## config.mk

```make
export PLATFORM = sky130hd
export DESIGN_NAME = ahb_slave_interface
export DESIGN_NICKNAME = d
export VERILOG_FILES = /design/src/rtl/ahb_slave_interface.sv
export SDC_FILE = /design/constraint.sdc
export NUM_CORES = 1
export LEC_CHECK = 0
export ABC_AREA = 1
export BUFFER_PORTS_ARGS = -buffer_cell sky130_fd_sc_hd__buf_4
export CAP_MARGIN = 20
export CORE_MARGIN = 10
export CORE_UTILIZATION = 41
export DETAILED_ROUTE_END_ITERATION = 7
export PLACE_DENSITY = 0.76
export SLEW_MARGIN = 20
export SYNTH_ARGS = -nofsm -noshare
export SYNTH_HDL_FRONTEND = slang
export SYNTH_SLANG_ARGS = --single-unit
```

## constraint.sdc

```tcl
create_clock -name Hclk -period 1 [get_ports Hclk]
set_clock_uncertainty 0.2 [all_clocks]
set_input_delay 0.2 -clock Hclk [delete_from_list [all_inputs] [get_ports Hclk]]
set_output_delay 0.2 -clock Hclk [all_outputs]
set_load 0.05 [all_outputs]
```

## src/rtl/ahb_slave_interface.sv

```systemverilog
// AHB-side front end of the AHB-to-APB bridge: transfer qualification, address decode,
// pipeline stages and read-data return. Define AHB_ERR_RESP_EN to build the ERROR-response FSM.
module ahb_slave_interface #(
    parameter logic [31:0] SLV0_BASE     = 32'h8000_0000,
    parameter logic [31:0] SLV1_BASE     = 32'h8400_0000,
    parameter logic [31:0] SLV2_BASE     = 32'h8800_0000,
    parameter int unsigned SLV_SIZE_LOG2 = 26
) (
    input  logic        Hclk,
    input  logic        Hresetn,
    input  logic        Hwrite,
    input  logic        Hreadyin,
    input  logic [1:0]  Htrans,
    input  logic [31:0] Haddr,
    input  logic [31:0] Hwdata,
    input  logic [31:0] Prdata,
    output logic        valid,
    output logic [31:0] Haddr1,
    output logic [31:0] Haddr2,
    output logic [31:0] Hwdata1,
    output logic [31:0] Hwdata2,
    output logic        Hwritereg,
    output logic [2:0]  tempselx,
    output logic [31:0] Hrdata,
    output logic [1:0]  Hresp,
    output logic        Herr_stall
);

    logic hit0, hit1, hit2, addr_hit;

    always_comb begin
        hit0     = (Haddr[31:SLV_SIZE_LOG2] == SLV0_BASE[31:SLV_SIZE_LOG2]);
        hit1     = (Haddr[31:SLV_SIZE_LOG2] == SLV1_BASE[31:SLV_SIZE_LOG2]);
        hit2     = (Haddr[31:SLV_SIZE_LOG2] == SLV2_BASE[31:SLV_SIZE_LOG2]);
        addr_hit = hit0 | hit1 | hit2;
        // Priority chain keeps the select one-hot even with overlapping bases
        if (hit0)      tempselx = 3'b001;
        else if (hit1) tempselx = 3'b010;
        else if (hit2) tempselx = 3'b100;
        else           tempselx = 3'b000;
        valid  = Hreadyin & Htrans[1] & addr_hit;
        Hrdata = Prdata;
    end

    always_ff @(posedge Hclk or negedge Hresetn) begin
        if (!Hresetn) begin
            Haddr1    <= '0;
            Haddr2    <= '0;
            Hwdata1   <= '0;
            Hwdata2   <= '0;
            Hwritereg <= 1'b0;
        end else if (Hreadyin) begin
            Haddr1    <= Haddr;
            Haddr2    <= Haddr1;
            Hwdata1   <= Hwdata;
            Hwdata2   <= Hwdata1;
            Hwritereg <= Hwrite;
        end
    end

`ifdef AHB_ERR_RESP_EN
    typedef enum logic [1:0] {E_IDLE, E_FIRST, E_SECOND} err_state_t;

    err_state_t state_q, state_d;
    logic       unmapped;

    always_comb begin
        unmapped = Hreadyin & Htrans[1] & ~addr_hit;
        state_d  = state_q;
        case (state_q)
            E_IDLE:   if (unmapped) state_d = E_FIRST;
            E_FIRST:  state_d = E_SECOND;
            E_SECOND: state_d = unmapped ? E_FIRST : E_IDLE;
            default:  state_d = E_IDLE;
        endcase
    end

    // Outputs are decoded from the next state so they come straight from flops
    always_ff @(posedge Hclk or negedge Hresetn) begin
        if (!Hresetn) begin
            state_q    <= E_IDLE;
            Hresp      <= 2'b00;
            Herr_stall <= 1'b0;
        end else begin
            state_q    <= state_d;
            Hresp      <= (state_d == E_IDLE) ? 2'b00 : 2'b01;
            Herr_stall <= (state_d == E_FIRST);
        end
    end
`else
    assign Hresp      = 2'b00;
    assign Herr_stall = 1'b0;
`endif

endmodule
```

==> impl_metrics.py <==
metrics = {
    "outcome": {
        "failed_checks": "negative hold slack, negative setup slack",
        "result_of_the_run": "finished with violations",
    },
    "grt": {
        "grt_max_degree": 38,
        "via_count_of_the_first_global_routing_pass": 5465,
        "global_route.overflow_total": 0,
        "initial_antenna_violation_count": 2,
        "grt_pass1_wl_um": 29400,
        "grt.total_usage_pct": 20.9,
    },
    "power_and_ir_drop": {
        "power.share.switching_pct": 33.9,
        "clock_share_of_power_pct": 34.6,
        "power_per_cell_area_mw_per_mm2": 1850,
        "p_seq_share_pct": 33.7,
        "cell_internal_pwr_mw": 12.5,
        "power.switching_mw": 6.41,
        "p_leak_nw": 4.63,
        "combinational_share_of_power_pct": 31.7,
        "vdd_ir_drop_max_mv": 1.37,
    },
    "sta": {
        "finalSetupViolations": 149,
        "holdWs_ns": -0.0516,
        "min_period_over_period_pct": 142,
        "fin_setup_tns_ns": -52.04,
        "final.setup.worst_slack_ns": -0.423,
        "period_minus_slack_ns": 1.42,
        "achievable-frequency_mhz": 703,
        "grt_setup_unrepaired": "yes",
        "final-max-slew-violation-count": 0,
        "report.final.hold_viol_count": 3,
    },
    "floorplanning": {
        "die_y_um": 134,
        "floorplan.core_area_mm2": 0.0127,
        "fp-row-count": 41,
        "initial_core_util_pct": 42.1,
        "io_pins": 270,
        "die_w_um": 134,
        "die-area_mm2": 0.0180,
    },
    "worst_setup_path": {
        "critical_path.top_delay_family": "flip-flops",
        "crit_required_ns": 0.60,
        "critical-path-max-stage-delay_ns": 0.44,
        "cp_slowest_cell": "dfrtp_2",
        "path_class": "reg -> out",
        "cp-start-kind": "flip-flop",
        "crit_path_max_fanout": 2,
        "timing.critical_path.buf_inv": 1,
        "timing.critical_path.cells": "buf_6",
        "crit_arrival_ns": 1.02,
        "critical_path.endpoint_type": "primary output",
    },
    "logic_synthesis": {
        "post_synth.cell_area_avg_um2": 9.97,
        "synth.ff_latch_count": 129,
        "post_synth_instance_area_mm2": 0.00534,
        "post_synth_inst_count": 535,
        "yosysWarningCount": 0,
        "seq_area_frac_synth_pct": 60.5,
        "synth_cell_type_count": 14,
    },
    "clock_tree": {
        "clkLatencyLatePin_ns": 0.42,
        "tritoncts_clock_tree": "done",
        "cts-hold-fix-buffers": 66,
        "htree_num_levels": 4,
        "max-clock-path-buffers": 2,
        "cts.sink_count": 129,
        "clk_pin_slew_worst_paths_ns": 0.06,
        "cts_inserted_buffers": 17,
        "clockRootBuffer": "clkbuf_16",
    },
    "placement": {
        "finalWeightedCongestion": 0.815,
        "portBuffers": 201,
        "dp_area_mm2": 0.00749,
        "dpl.hpwl_um": 11400,
    },
    "drt": {
        "drc": 0,
        "totalWireLength_um": 20800,
        "post_detailed_route_via_to_cell_ratio": 4.77,
        "via_count": 5008,
        "routed_wirelength_normalized_by_instance_count_um": 19.8,
        "dr.first_iter.drc_count": 246,
        "final_antenna_net_count": 0,
        "drt-pass1-iter-count": 4,
    },
    "final_layout": {
        "flow.area_growth_from_synthesis_pct": 91.8,
        "stdcell_area_mm2": 0.0102,
        "drive_above_1_share_pct": 68.4,
        "fillers": 646,
        "finish.net_count": 965,
        "final_core_utilization_pct": 80.8,
    },
    "run": {
        "drv.max_cap_violation_count": 0,
    },
    "min_path": {
        "timing.hold.worst.class": "in -> reg",
    },
}
[cell usage after synthesis]
cell type / number / share of area, %
nand2_1: 72 / 5.1
buf_4: 46 / 6.5
buf_6: 13 / 2.7
a21oi_2: 36 / 5.9
o21ai_1: 28 / 2.6
a21oi_1: 28 / 2.6
conb_1: 1 / 0.070
nor2_1: 70 / 4.9
inv_1: 69 / 4.9
buf_12: 1 / 0.38
buf_2: 1 / 0.094
dfrtp_1: 129 / 60
clkbuf_1: 4 / 0.28
o21ai_0: 37 / 3.5
[what timing repair did]
action	CTS	global route
hold endpoints to repair	196	3
gates resized for setup	172	115
setup endpoints to repair	134	198
pin swaps	6	16
setup buffers	52	21
[layout by cell type (no fill, tap or decap), types with 4 or more instances in the layout]
cell | synthesis | layout
buf_6 | 13 | 159
dfrtp_2 | 0 | 129
buf_4 | 46 | 102
nand2_1 | 72 | 68
dlygate4sd3_1 | 0 | 64
nor2_4 | 0 | 44
o21ai_1 | 28 | 44
a21oi_2 | 36 | 39
inv_1 | 69 | 37
buf_8 | 0 | 34
a21oi_1 | 28 | 25
inv_4 | 0 | 22
nor2_1 | 70 | 22
clkbuf_16 | 0 | 17
o21ai_0 | 37 | 11
buf_12 | 1 | 11
o21ai_2 | 0 | 10
inv_2 | 0 | 9
nor2_2 | 0 | 4
clkinv_2 | 0 | 4
clkinv_4 | 0 | 4
bufinv_16 | 0 | 4
[through the flow]
step,worst slack (ns),power (mW),hold slack (ns),instances
after floorplan,-0.231,9.59,-0.296,537
after global routing,-0.453,19.6,-0.0520,1050
after global placement,-0.262,10.8,-0.0940,887
final,-0.423,18.9,-0.0516,1050
after detailed placement,-0.281,10.9,-0.0911,887
after CTS,-0.431,18.4,-0.0752,1037
[state kept, by name, summed over array words and instances (netlist names)]
signal and flops:
Hwritereg 1, Haddr1 32, Haddr2 32, Hwdata2 32, Hwdata1 32
[path summary, 6_finish.rpt]
check	cells past startpoint	to	from	slack, ns
max	1	Haddr1[31]	Haddr1[31]$_DFFE_PN0P_	-0.42
min	3	Hwdata1[17]$_DFFE_PN0P_	Hreadyin	-0.05
max reg2reg	4	Hwdata2[21]$_DFFE_PN0P_	Hwdata2[21]$_DFFE_PN0P_	-0.12
min reg2reg	2	Hwdata2[5]$_DFFE_PN0P_	Hwdata2[5]$_DFFE_PN0P_	0.35
max in group asynchronous	3	Hwdata1[3]$_DFFE_PN0P_	Hresetn	0.03
min in group asynchronous	2	Haddr1[21]$_DFFE_PN0P_	Hresetn	0.03
[cell type report]
class,count,area [um^2],share of cell area (%)
clock buffers,18,429,4.19
repair buffers,372,3950,38.6
well taps,172,215,2.10
inverters,69,327,3.19
diodes,2,5.00,0.0489
flip-flops and latches,129,3390,33.1
clock inverters,14,190,1.86
multi-input cells,274,1730,16.9
[cell families (layout without fill, tap and decap cells)]
kind of cell | Yosys count | after routing | share of synthesized area (%)
AOI/OAI and AO/OA | 129 | 129 | 14.6
buffers and inverters | 134 | 473 | 14.8
and+or+nand+nor | 142 | 142 | 9.99
other | 1 | 5 | 0.0703
DFF | 129 | 129 | 60.5
[routing by layer]
metal  vias to the layer above  wire [um]  track usage, %
met5                         -          0               0
met1                      2463       7410            20.8
met2                       197      11300            37.7
li1                       2295          -               -
met3                        53       1420            7.32
met4                         0        588            10.4
[power by group through the flow]
stage	clock, mW	sequential, mW	combinational (mW)
2_1_floorplan	0	8.23	1.36
3_3_place_gp	0	6.32	4.47
3_5_place_dp	0	6.35	4.54
4_1_cts	6.55	6.31	5.56
5_1_grt	6.87	6.45	6.28
6_report	6.55	6.39	6.01
No activity file was read; power rests on OpenSTA's default activity.
